`src/rtl/loader_pkg.sv`:
```
// Shared types and widths for the ROM download loader.
package loader_pkg;

    localparam int DN_ADDR_W = 16;
    localparam int COUNT_W   = 17;

    typedef enum logic [1:0] {
        IDLE,
        LOAD,
        HOLD,
        RUN
    } loader_state_t;

endpackage

```
`src/rtl/rom_download_loader_if.sv`:
```
// HPS ioctl download stream in, core ROM-load write port out.
interface rom_download_loader_if;
    import loader_pkg::*;

    logic                 ioctl_download;
    logic                 ioctl_wr;
    logic [24:0]          ioctl_addr;
    logic [7:0]           ioctl_dout;
    logic [DN_ADDR_W-1:0] dn_addr;
    logic [7:0]           dn_data;
    logic                 dn_wr;

    modport master (
        output ioctl_download, ioctl_wr, ioctl_addr, ioctl_dout,
        input  dn_addr, dn_data, dn_wr
    );

    modport slave (
        input  ioctl_download, ioctl_wr, ioctl_addr, ioctl_dout,
        output dn_addr, dn_data, dn_wr
    );

endinterface

```
`src/rtl/loader_hold_timer.sv`:
```
// Loadable down-counter with a zero flag; times the post-load reset stretch.
module loader_hold_timer #(
    parameter int unsigned WIDTH = 10
) (
    input  logic             CLK,
    input  logic             RESET,
    input  logic             load,
    input  logic [WIDTH-1:0] load_value,
    input  logic             dec,
    output logic             zero
);

    logic [WIDTH-1:0] count_q;

    always_ff @(posedge CLK) begin
        if (RESET) begin
            count_q <= '0;
        end else if (load) begin
            count_q <= load_value;
        end else if (dec && count_q != '0) begin
            count_q <= count_q - WIDTH'(1);
        end
    end

    assign zero = (count_q == '0);

endmodule

```
`src/rtl/rom_download_loader.sv`:
```
// Sequences ioctl download bytes onto the core ROM-load port and gates core reset.
// Optional image checksum check enabled by defining LOADER_CHECKSUM_EN.
module rom_download_loader
    import loader_pkg::*;
#(
    parameter int unsigned ROM_BYTES   = 36864,
    parameter int unsigned HOLD_CYCLES = 1024,
    parameter logic [7:0]  CHECKSUM    = 8'h00
) (
    input  logic                CLK,
    input  logic                RESET,
    input  logic                ext_reset,
    rom_download_loader_if.slave dl,
    output logic                core_reset,
    output logic                load_done,
    output logic                load_error,
    output logic [COUNT_W-1:0]  byte_count
);

    localparam int unsigned        HOLD_W     = (HOLD_CYCLES > 1) ? $clog2(HOLD_CYCLES) : 1;
    localparam logic [24:0]        ADDR_LIMIT = 25'(ROM_BYTES);
    localparam logic [COUNT_W-1:0] COUNT_FULL = COUNT_W'(ROM_BYTES);
    localparam logic [COUNT_W-1:0] COUNT_SAT  = COUNT_W'(65536);

    loader_state_t        state_q, state_d;
    logic                 dl_q;
    logic [DN_ADDR_W-1:0] dn_addr_q;
    logic [7:0]           dn_data_q;
    logic                 dn_wr_q;
    logic                 core_reset_q;
    logic                 load_done_q;
    logic                 load_error_q;
    logic [COUNT_W-1:0]   byte_count_q;

    logic dl_rise, dl_fall, wr_take, in_range, addr_gap, accept;
    logic sum_ok, image_ok, hold_load, hold_zero;

    assign dl_rise  = dl.ioctl_download & ~dl_q;
    assign dl_fall  = ~dl.ioctl_download & dl_q;
    // A strobe coinciding with the falling edge has download low and is dropped here.
    assign wr_take  = (state_q == LOAD) & dl.ioctl_download & dl.ioctl_wr;
    assign in_range = (dl.ioctl_addr < ADDR_LIMIT);
    assign addr_gap = (dl.ioctl_addr != {8'b0, byte_count_q});
    assign accept   = wr_take & in_range;

`ifdef LOADER_CHECKSUM_EN
    logic [7:0] sum_q;

    always_ff @(posedge CLK) begin
        if (RESET || dl_rise) begin
            sum_q <= 8'h00;
        end else if (accept) begin
            sum_q <= sum_q + dl.ioctl_dout;
        end
    end

    assign sum_ok = (sum_q == CHECKSUM);
`else
    logic unused_checksum;
    assign unused_checksum = ^CHECKSUM;
    assign sum_ok          = 1'b1;
`endif

    assign image_ok = (byte_count_q == COUNT_FULL) & ~load_error_q & sum_ok;

    always_comb begin
        state_d   = state_q;
        hold_load = 1'b0;
        if (dl_rise) begin
            state_d = LOAD;
        end else begin
            case (state_q)
                LOAD: begin
                    if (dl_fall) begin
                        if (image_ok) begin
                            state_d   = HOLD;
                            hold_load = 1'b1;
                        end else begin
                            state_d = IDLE;
                        end
                    end
                end
                HOLD: begin
                    if (hold_zero) begin
                        state_d = RUN;
                    end
                end
                default: ;
            endcase
        end
    end

    loader_hold_timer #(
        .WIDTH (HOLD_W)
    ) u_hold_timer (
        .CLK        (CLK),
        .RESET      (RESET),
        .load       (hold_load),
        .load_value (HOLD_W'(HOLD_CYCLES - 1)),
        .dec        (state_q == HOLD),
        .zero       (hold_zero)
    );

    always_ff @(posedge CLK) begin
        if (RESET) begin
            state_q      <= IDLE;
            // Seen as already high so a download in flight at reset cannot restart
            // the load; a fresh rising edge is required.
            dl_q         <= 1'b1;
            dn_addr_q    <= '0;
            dn_data_q    <= 8'h00;
            dn_wr_q      <= 1'b0;
            core_reset_q <= 1'b1;
            load_done_q  <= 1'b0;
            load_error_q <= 1'b0;
            byte_count_q <= '0;
        end else begin
            state_q      <= state_d;
            dl_q         <= dl.ioctl_download;
            dn_wr_q      <= accept;
            core_reset_q <= (state_d == RUN) ? ext_reset : 1'b1;
            if (accept) begin
                dn_addr_q <= dl.ioctl_addr[DN_ADDR_W-1:0];
                dn_data_q <= dl.ioctl_dout;
            end
            if (dl_rise) begin
                byte_count_q <= '0;
                load_error_q <= 1'b0;
                load_done_q  <= 1'b0;
            end else begin
                if (accept && byte_count_q != COUNT_SAT) begin
                    byte_count_q <= byte_count_q + COUNT_W'(1);
                end
                if (wr_take && (!in_range || addr_gap)) begin
                    load_error_q <= 1'b1;
                end
                if (state_q == LOAD && dl_fall && !image_ok) begin
                    load_error_q <= 1'b1;
                end
                if (state_q == HOLD && hold_zero) begin
                    load_done_q <= 1'b1;
                end
            end
        end
    end

    assign dl.dn_addr  = dn_addr_q;
    assign dl.dn_data  = dn_data_q;
    assign dl.dn_wr    = dn_wr_q;
    assign core_reset  = core_reset_q;
    assign load_done   = load_done_q;
    assign load_error  = load_error_q;
    assign byte_count  = byte_count_q;

endmodule

```
`src/flat_wrapper.sv`:
```
// flat-port wrapper written by rule: the top's interface ports become plain ports
module rom_download_loader_flat import loader_pkg::*;
#(
    parameter int unsigned ROM_BYTES   = 36864,
    parameter int unsigned HOLD_CYCLES = 1024,
    parameter logic [7:0]  CHECKSUM    = 8'h00
)
  (CLK, RESET, ext_reset, core_reset, load_done, load_error, byte_count, dl_ioctl_download, dl_ioctl_wr, dl_ioctl_addr, dl_ioctl_dout, dl_dn_addr, dl_dn_data, dl_dn_wr);
  rom_download_loader_if dl_i ();
  input  logic CLK;
  input  logic RESET;
  input  logic ext_reset;
  output logic core_reset;
  output logic load_done;
  output logic load_error;
  output logic [COUNT_W-1:0] byte_count;
  input wire logic [$bits(dl_i.ioctl_download)-1:0] dl_ioctl_download;
  input wire logic [$bits(dl_i.ioctl_wr)-1:0] dl_ioctl_wr;
  input wire logic [$bits(dl_i.ioctl_addr)-1:0] dl_ioctl_addr;
  input wire logic [$bits(dl_i.ioctl_dout)-1:0] dl_ioctl_dout;
  output wire logic [$bits(dl_i.dn_addr)-1:0] dl_dn_addr;
  output wire logic [$bits(dl_i.dn_data)-1:0] dl_dn_data;
  output wire logic [$bits(dl_i.dn_wr)-1:0] dl_dn_wr;
  assign dl_i.ioctl_download = dl_ioctl_download;
  assign dl_i.ioctl_wr = dl_ioctl_wr;
  assign dl_i.ioctl_addr = dl_ioctl_addr;
  assign dl_i.ioctl_dout = dl_ioctl_dout;
  assign dl_dn_addr = dl_i.dn_addr;
  assign dl_dn_data = dl_i.dn_data;
  assign dl_dn_wr = dl_i.dn_wr;
  rom_download_loader #(.ROM_BYTES(ROM_BYTES), .HOLD_CYCLES(HOLD_CYCLES), .CHECKSUM(CHECKSUM)) u_core (.CLK(CLK), .RESET(RESET), .ext_reset(ext_reset), .dl(dl_i), .core_reset(core_reset), .load_done(load_done), .load_error(load_error), .byte_count(byte_count));
endmodule
```
`config.mk`:
```
export PLATFORM = sky130hd
export DESIGN_NAME = rom_download_loader_flat
export DESIGN_NICKNAME = d
export VERILOG_FILES = /design/src/rtl/loader_pkg.sv /design/src/rtl/rom_download_loader_if.sv /design/src/rtl/loader_hold_timer.sv /design/src/rtl/rom_download_loader.sv /design/src/flat_wrapper.sv
export SDC_FILE = /design/constraint.sdc
export NUM_CORES = 1
export LEC_CHECK = 0
export BUFFER_PORTS_ARGS = -buffer_cell sky130_fd_sc_hd__buf_2
export CAP_MARGIN = 15
export CELL_PAD_IN_SITES_DETAIL_PLACEMENT = 1
export CELL_PAD_IN_SITES_GLOBAL_PLACEMENT = 2
export CORE_MARGIN = 10
export CORE_UTILIZATION = 31
export CTS_CLUSTER_SIZE = 40
export DETAILED_ROUTE_END_ITERATION = 10
export HOLD_SLACK_MARGIN = 0.05
export PLACE_DENSITY = 0.9
export SETUP_SLACK_MARGIN = 0.15
export SKIP_CTS_REPAIR_TIMING = 1
export SYNTH_ARGS = -nofsm -noshare
export SYNTH_HDL_FRONTEND = slang
export SYNTH_HIERARCHICAL = 1
export SYNTH_SLANG_ARGS = --single-unit
```
`constraint.sdc`:
```
create_clock -name CLK -period 3.78 [get_ports CLK]
set_clock_uncertainty 0.2 [all_clocks]
set_input_delay 0.378 -clock CLK [delete_from_list [all_inputs] [get_ports CLK]]
set_output_delay 0.378 -clock CLK [all_outputs]
set_load 0.01 [all_outputs]
```
# Word-level counts from Yosys, hierarchy flattened
# Cells that the tools add are included.
dict set report word_totals {
  regBits 58
  inputBits 38
  word_cells 57
}
dict set report op_classes {
  addsub 2
  order_cmp 1
  n_eq_ne 6
  mux 13
  bitwise_logic 10
  n_reduce_logical 15
}
# operator count
set op_table {}
lappend op_table {{$lt A25 B16 Y1 const B} 1}
lappend op_table {{$ne A25 B17 Y1} 1}
lappend op_table {{$mux W10} 2}
lappend op_table {{$add A17 B1 Y17 const B} 1}
lappend op_table {{$eq A17 B16 Y1 const B} 1}
lappend op_table {{$ne A17 B17 Y1 const B} 1}
lappend op_table {{$logic_not A10 Y1} 1}
lappend op_table {{$reduce_bool A10 Y1} 1}
lappend op_table {{$sub A10 B1 Y10 const B} 1}
lappend op_table {{$mux W2} 4}
lappend op_table {{$and A1 B1 Y1} 6}
lappend op_table {{$logic_and A1 B1 Y1} 6}
lappend op_table {{$mux W1} 6}
lappend op_table {{$eq A2 B2 Y1 const B} 2}
lappend op_table {{$not A1 Y1} 4}
lappend op_table {{$pmux W2 S2} 1}
lappend op_table {{$reduce_bool A2 Y1} 2}
lappend op_table {{$reduce_or A2 Y1} 2}
lappend op_table {{$eq A2 B1 Y1 const B} 1}
lappend op_table {{$logic_not A1 Y1} 2}
lappend op_table {{$logic_or A1 B1 Y1} 1}

# Logic depth before layout (Yosys ltp)
# Gate-level depths: netlist (run 1).
dict set report logic_depth {
  word_depth 9
  mapped_depth 10
}

# Hierarchy
# The synthesis (run 1) kept the hierarchy.
# mod instances cells_each area_each_um2 seq_area_each_um2
set by_module_without_submodules {}
lappend by_module_without_submodules {rom_download_loader 1 283 2248.4 960.9}
lappend by_module_without_submodules {loader_hold_timer 1 72 626.9 200.2}

# Worst setup path after synthesis (run 1)
# OpenSTA, ideal clock, no wires.
dict set report synth_timing {
  kind {reg-to-reg}
  start {reg u_core.byte_count_q[0], in the netlist u_core/byte_count[0]}
  end {reg u_core.u_hold_timer.count_q[1]}
  setup_time_ns 0.136
  t_arrival_ns 2.026
  required_time_ns 3.444
  path_slack_ns 1.418
  stages_incl_launch_ff 11
  path_cell_list {dfxtp_1 > inv_1 > ha_1 > nor4b_2 > nand4_1 > nor3_1 > clkbuf_1 > inv_1 > clkbuf_1 > nand4b_1 > o211ai_1}
}
dict set report synth_via {
  elab_chain_cells 7
}
# item line_no
set synth_lines {}
lappend synth_lines {{from (decl)} rom_download_loader.sv:33} ;# logic [COUNT_W-1:0] byte_count_q;
lappend synth_lines {{from (signal assigned)} rom_download_loader.sv:132} ;# byte_count_q <= byte_count_q + COUNT_W'(1);
lappend synth_lines {{$eq A17 B16 Y1 *} rom_download_loader.sv:64} ;# assign image_ok = (byte_count_q == COUNT_FULL) & ~load_error_q & sum_ok;
lappend synth_lines {{$and A1 B1 Y1 *} rom_download_loader.sv:64}
lappend synth_lines {{$mux W1 *} rom_download_loader.sv:75} ;# if (image_ok) begin
lappend synth_lines {{$mux W1 *} rom_download_loader.sv:74} ;# if (dl_fall) begin
lappend synth_lines {{$mux W1 *} rom_download_loader.sv:72} ;# case (state_q)
lappend synth_lines {{$mux W1 *} rom_download_loader.sv:69} ;# if (dl_rise) begin
lappend synth_lines {{via u_core.hold_load} rom_download_loader.sv:36} ;# logic sum_ok, image_ok, hold_load, hold_zero;
lappend synth_lines {{$mux W10 or $reduce_bool A2 Y1 (tied branches)} --}
lappend synth_lines {{to (signal assigned)} loader_hold_timer.sv:19} ;# count_q <= load_value;
lappend synth_lines {{to (signal assigned)} loader_hold_timer.sv:21} ;# count_q <= count_q - WIDTH'(1);
lappend synth_lines {{to (decl)} loader_hold_timer.sv:13} ;# logic [WIDTH-1:0] count_q;
# Mark *: on every way through the listed nets, which the timed path passes. The rest lies on a longest branch.
# A chain may end at the register's enable or synchronous reset.

# Final worst setup path (run 1)
# Same ends and word-level chain as after synthesis.

==> results of run 1 <==
[report_power, final]
part | internal, mW | switching [mW] | leakage [nW]
logic | 0.0241 | 0.0357 | 0.899
registers | 0.612 | 0.00119 | 0.467
clock network | 0.475 | 0.258 | 0.123
[flip-flops by register name, summed over array words and instances (netlist names)]
signal / cells
u_core/core_reset: 1
u_core/load_error: 1
u_core/dl.dn_addr: 16
u_core/u_hold_timer/count_q: 10
u_core/dl.dn_wr: 1
u_core/state_q: 2
u_core/byte_count: 17
u_core/load_done: 1
u_core/dl.dn_data: 8
u_core/dl_q: 1
[worst max-delay path, delay by kind of cell (launching register included)]
| kind | cells | cell delay [ns] |
|---|---|---|
| and+or+nand+nor | 4 | 0.99 |
| AOI/OAI and AO/OA | 1 | 0.09 |
| adders and majority gates | 1 | 0.15 |
| DFF | 1 | 0.38 |
| buffers and inverters | 3 | 0.56 |
[cell type report]
cell class	count	area share
inverters	17	0.01736
well taps	111	0.03778
multi-input cells	274	0.4418
repair buffers	85	0.1184
flip-flops and latches	58	0.3159
clock buffers	12	0.04221
clock inverters	4	0.02655
[kinds of logic after synthesis]
logic type      count (synthesis)
fa+ha+maj                       6
buf+inv                        32
compound gates                 77
mux                             3
simple gates                  155
flops                          58
other cells                     1
xor+xnor                       23
[cells in the final DEF, fill, tap and decap left out, drive strengths merged, types with 2 or more instances in the layout]
master,Yosys,routed
or2,3,3
and2,2,2
a211oi,3,3
or4,5,5
or3,13,13
a221oi,3,3
nand2,62,62
conb,1,10
o211ai,2,2
nand2b,2,2
buf,5,84
xnor2,5,5
nor2,25,25
inv,17,17
nor4,8,8
o21ai,11,11
o31ai,6,6
a21oi,42,42
bufinv,0,3
nand4,8,8
nand3,10,10
clkbuf,10,12
mux2i,3,3
dfxtp,58,58
o31a,2,2
ha,6,6
xor2,18,18
nor4b,2,2
nor3,8,8
[per-layer routing]
layer  up-vias  routed length [um]  GRT usage
met5         -                   0          0
met4         0                 140    0.04921
met3        14                 515    0.03698
met2        60                4594     0.2349
met1      1373                3984     0.1604
li1       1413                   -          -
[through the flow]
step / hold slack, ns / utilization
floorplan: 0.2761 / -
detailed placement: 0.2411 / 0.3729
global placement: 0.2355 / 0.3729
global route: 0.07867 / 0.4016
CTS: 0.01840 / 0.4005
finish: 0.07759 / 0.4016
[final timing paths]
path,startpoint,endpoint,slack (ns),cells after the start
hold / removal,dl_ioctl_dout[3],u_core/dl.dn_data[3],0.08,3
setup / recovery,u_core/byte_count[0],u_core/u_hold_timer/count_q[1],1.25,9
hold reg to reg,u_core/dl.dn_data[6],u_core/dl.dn_data[6],0.25,2
setup reg to reg,u_core/byte_count[0],u_core/u_hold_timer/count_q[1],1.25,9
==> run summary, run 1 <==
Global-route wire length before repair - 14.89 mm
Post-Syn Area - 0.002875 mm^2
Largest family of logic cells by synthesized area - simple AND/OR/NAND/NOR gates
Maximum VDD drop - 211.8 uV
Slowest cell delay on critical path - 0.38 ns
Most area-hungry cell type in the Yosys netlist - sky130_fd_sc_hd__dfxtp_1
Number of distinct library cell variants in the gate-level netlist after synthesis - 52
Clock-pin slew of the registers on the worst-case setup and hold paths - 0.08 ns
Async SR Flop Fraction - 0
Initial antenna violation count - 0
Total DRC errors in the routed layout - 0
Count of flip-flops with a built-in enable after synthesis - 0
Fin. max-slew vios - 0
Data required time at the worst endpoint - 3.77 ns
Fin crit period - 2.527 ns
Leakage Power - 1.490 nW
Critical Path Most Common Cell - sky130_fd_sc_hd__inv_1
Boundary Pins - 83
Cell breakdown of the critical path - inv_1, ha_1, nor4b_2, nand4_1, nor3_1, buf_4, inv_1, nand4b_1, o211ai_1
Setup total negative slack - 0 ns
Post-synthesis compound-gate area fraction - 0.1719
Count of final hold-check violations - 0
Worst slew margin - 0.4074
Die Span Y - 116.3 um
CTS tree - built
Tcrit/Tclk final - 0.6685
Most frequent cells after synthesis - 62 x sky130_fd_sc_hd__nand2_1, 58 x sky130_fd_sc_hd__dfxtp_1, 42 x sky130_fd_sc_hd__a21oi_1
Maximum Capacitance Violations - 0
Sequential cell area - 0.001161 mm^2
Core footprint - 0.009153 mm^2
Top FF cell, synth - sky130_fd_sc_hd__dfxtp_1
Number of global-route vias before repair - 3079
Share of the yosys chip area belonging to registers - 0.4038
Total chip power - 1.406 mW
Summed area of non-filler cells in the final layout - 0.003676 mm^2
Clock buffer count from CTS - 9
Least-Margin Pin Slew - 0.8889 ns
Overall via count from detail_route - 2860
DR iter-0 viols - 118
Area Growth Syn to Fin - 27.85%
Wirelength per Cell - 16.46 um
Non-filler instance count after layout - 561
Yosys synthesis warning count - 6
Maximum fanout encountered on the critical timing path - 12
Startpoint kind of the worst setup timing path - flop
Largest net degree at the start of global routing - 42
Mapped Avg Cell Area - 8.099 um^2
Mux contribution to synthesized area - 0.01044
Most repeated cell in the gate-level netlist after synthesis - sky130_fd_sc_hd__nand2_1
Starting density of the core - 0.3141
Overall routed net length - 9.235 mm
Arrival time at the worst endpoint - 2.51 ns
Setup CP Type - reg2reg
Post-synth top area share - 0.4038
Final Net Count - 489
Synthesized netlist cell count - 355
Adder-Cell Fraction of Synth Area - 0.02611
Detailed-router iteration count before antenna repair - 4
Clock net sink count - 58
Share of layout cells above drive strength 1 - 0.2533
Clock insertion delay at the later pin of the skew report - 0.34 ns
Number of cells in the design after placement - 544
Worst Slack Setup Final - 1.253 ns
Number of register bits inferred by synthesis - 58
Rows - 35
Max H-tree Level - 3
Area share of and/or/nand/nor cells after synthesis - 0.2715
GRT Total Usage - 0.1372
Placement Cell Area - 0.003413 mm^2
Placement-stage worst setup slack - 1.164 ns
Fmax - 395.8 MHz
Antenna violation net count after detailed routing - 0
Worst Setup End Kind - flop
Share of the synthesized netlist area taken by xor and xnor gates - 0.07006
Placed wire-length estimate after detailed placement - 6.970 mm
Result of the run - finished, final reports clean
Pwr Density - 382.5 mW/mm^2
Number of setup violations in the final report - 0
Hold Crit Class - in2reg
Fill cell instance count of the final layout - 1142
Buffer depth of the longest clock path - 2
Cell types with the largest area share after synthesis - sky130_fd_sc_hd__dfxtp_1 40%, sky130_fd_sc_hd__nand2_1 8.1%, sky130_fd_sc_hd__a21oi_1 7.3%
GRT Residual Overflow - 0
Average via count per standard cell - 5.098
Cell with the largest stage delay on the worst path - sky130_fd_sc_hd__dfxtp_1
DIE AREA - 0.01353 mm^2
X dimension of the die - 116.3 um
Root Buffer - sky130_fd_sc_hd__clkbuf_8
Antenna cell count - 0
Setup repair after global routing missed its margin - false
Quantity of I/O buffers inserted on ports - 82
Multi-input gate area - 0.001624 mm^2
Weighted congestion at the end of routability-driven global placement - 0.7864
(Power assumes the default switching activity.)
==> inputs of run 2 (changes only) <==
--- a/config.mk
+++ b/config.mk
@@ -10,11 +10,11 @@
 export CELL_PAD_IN_SITES_DETAIL_PLACEMENT = 1
 export CELL_PAD_IN_SITES_GLOBAL_PLACEMENT = 2
 export CORE_MARGIN = 10
-export CORE_UTILIZATION = 31
+export CORE_UTILIZATION = 26
 export CTS_CLUSTER_SIZE = 40
 export DETAILED_ROUTE_END_ITERATION = 10
 export HOLD_SLACK_MARGIN = 0.05
-export PLACE_DENSITY = 0.9
+export PLACE_DENSITY = 0.82
 export SETUP_SLACK_MARGIN = 0.15
 export SKIP_CTS_REPAIR_TIMING = 1
 export SYNTH_ARGS = -nofsm -noshare
==> constraint.sdc (replaced) <==
create_clock -name CLK -period 2.2 [get_ports CLK]
set_clock_uncertainty 0.2 [all_clocks]
set_input_delay 0.22 -clock CLK [delete_from_list [all_inputs] [get_ports CLK]]
set_output_delay 0.22 -clock CLK [all_outputs]
set_load 0.01 [all_outputs]
==> run 2 against run 1 <==
Sequential share of layout area is 5.2 points lower. Critical path depth stayed put. Count of clock-buffer cells in the layout is 1 higher. Fmax is 19% higher. Combinational power grew to 2.6 times the previous value. Core utilization is 0.61 points higher. Sequential power is 73% higher. First-iteration DRC count is 15% lower. Via count is 12% higher. Sequential cell count stayed put. Setup slack worse by 1.2 ns. Die area is 16% higher. Critical path type unchanged.
==> run summary, run 2 (same netlist as run 1, synthesis figures left out) <==
Worst hold slack after final layout - 0.06683 ns
Starting density of the core - 0.2652
Maximum Capacitance Violations - 0
Clock-pin slew of the registers on the worst-case setup and hold paths - 0.06 ns
Startpoint kind of the worst setup timing path - flop
Summed area of non-filler cells in the final layout - 0.004420 mm^2
Hold path startpoint - dl_ioctl_download
Boundary Pins - 83
Clock insertion delay at the later pin of the skew report - 0.33 ns
Final Net Count - 563
Number of flip-flops in the largest register - 17
Maximum fanout encountered on the critical timing path - 6
CTS tree - built
DR iter-0 viols - 100
Count of final hold-check violations - 0
Final core area utilization - 0.4078
Slowest cell delay on critical path - 0.32 ns
Number of setup violations in the final report - 0
Post-route met1 wirelength - 4.639 mm
Fin crit period - 2.128 ns
Clock net sink count - 58
Source of the critical timing path - u_core/byte_count[0]
Origin of the critical flop-to-flop path - u_core/byte_count[0]
Fill cell instance count of the final layout - 1341
Most common library cell in the layout ignoring fill and taps - sky130_fd_sc_hd__buf_2
Setup repair after global routing missed its margin - true
Non-filler instance count after layout - 661
Number of cells in the design after placement - 608
Buffer depth of the longest clock path - 2
Weighted congestion at the end of routability-driven global placement - 0.7486
Area Growth Syn to Fin - 53.74%
X dimension of the die - 125.2 um
Pwr Density - 464.1 mW/mm^2
Setup CP Type - reg2reg
Antenna violation net count after detailed routing - 0
Met2 wire len - 5.440 mm
Average via count per standard cell - 4.825
Reg2reg setup slack - 0.07 ns
Total DRC errors in the routed layout - 0
Root Buffer - sky130_fd_sc_hd__clkbuf_8
Detailed-router iteration count before antenna repair - 6
Global-route wire length before repair - 16.68 mm
Cell breakdown of the critical path - inv_2, ha_4, nor4b_4, nand4_1, buf_6, nor3_4, clkinvlp_4, buf_4, a311oi_2
Hold Crit Class - in2reg
Worst Setup End Kind - flop
Highest signal layer in the routed design - met4
Result of the run - finished, final reports clean
Wirelength per Cell - 16.52 um
Rows - 38
Leakage Power - 1.848 nW
Arrival time at the worst endpoint - 2.18 ns
Cell with the largest stage delay on the worst path - sky130_fd_sc_hd__dfxtp_2
Total chip power - 2.052 mW
Die Span Y - 125.2 um
Maximum VDD drop - 181.2 uV
Antenna cell count - 0
Tcrit/Tclk final - 0.9673
Placement Cell Area - 0.003765 mm^2
Share of layout cells above drive strength 1 - 0.3455
Clock buffer count from CTS - 9
Core footprint - 0.01084 mm^2
Overall via count from detail_route - 3189
Most frequent cells in the layout - 82 x sky130_fd_sc_hd__buf_2, 62 x sky130_fd_sc_hd__nand2_1, 54 x sky130_fd_sc_hd__dfxtp_1
Met3 routed WL - 708 um
Initial antenna violation count - 0
Quantity of I/O buffers inserted on ports - 82
Data required time at the worst endpoint - 2.25 ns
Largest net degree at the start of global routing - 37
DIE AREA - 0.01567 mm^2
Fmax - 469.9 MHz
Fin. max-slew vios - 0
Number of global-route vias before repair - 3213
GRT Residual Overflow - 0
Placed wire-length estimate after detailed placement - 8.121 mm
Overall routed net length - 10.92 mm
Max H-tree Level - 3
GRT Total Usage - 0.1291
-- run 2: layout make-up --
type / count / area (um^2) / share of cell area
Inverter: 17 / 67.56 / 0.01528
Clock buffer: 13 / 158.9 / 0.03595
Sequential cell: 58 / 1166 / 0.2638
Timing Repair Buffer: 159 / 1096 / 0.2479
Tap cell: 140 / 175.2 / 0.03963
Multi-Input combinational cell: 274 / 1757 / 0.3974
-- run 2: metal layers --
layer,track usage,vias to the layer above
met5,0,-
met2,0.2123,77
met1,0.1480,1539
met3,0.05112,9
li1,-,1564
met4,0.04810,0
-- run 2: report_power, final --
part           internal, mW  switching [mW]  total [mW]
logic                0.0804          0.0734       0.154
registers              1.05         0.00224        1.06
clock network         0.452           0.390       0.843
-- run 2: metrics by stage --
| stage | TNS, ns | setup slack [ns] |
|---|---|---|
| after floorplan | 0 | 0.004993 |
| after global placement | -0.009389 | -0.009389 |
| after detailed placement | -0.1108 | -0.03907 |
| after CTS | -0.1004 | -0.05275 |
| after global routing | -0.1411 | -0.04660 |
| final | 0 | 0.07200 |
-- run 2: final timing paths --
path / end / cells past startpoint
worst max register to register: u_core/u_hold_timer/count_q[5] / 9
worst min register to register: u_core/dl.dn_addr[9] / 2
worst max-delay path: u_core/u_hold_timer/count_q[5] / 9
worst min-delay path: u_core/state_q[0] / 3
-- run 2: critical path, delay by kind of cell, from the launching register on --
| family | cells | cell delay (ns) |
|---|---|---|
| adders and majority gates | 1 | 0.11 |
| and+or+nand+nor | 3 | 0.60 |
| buffers and inverters | 4 | 0.64 |
| DFF | 1 | 0.32 |
| AOI/OAI and AO/OA | 1 | 0.17 |
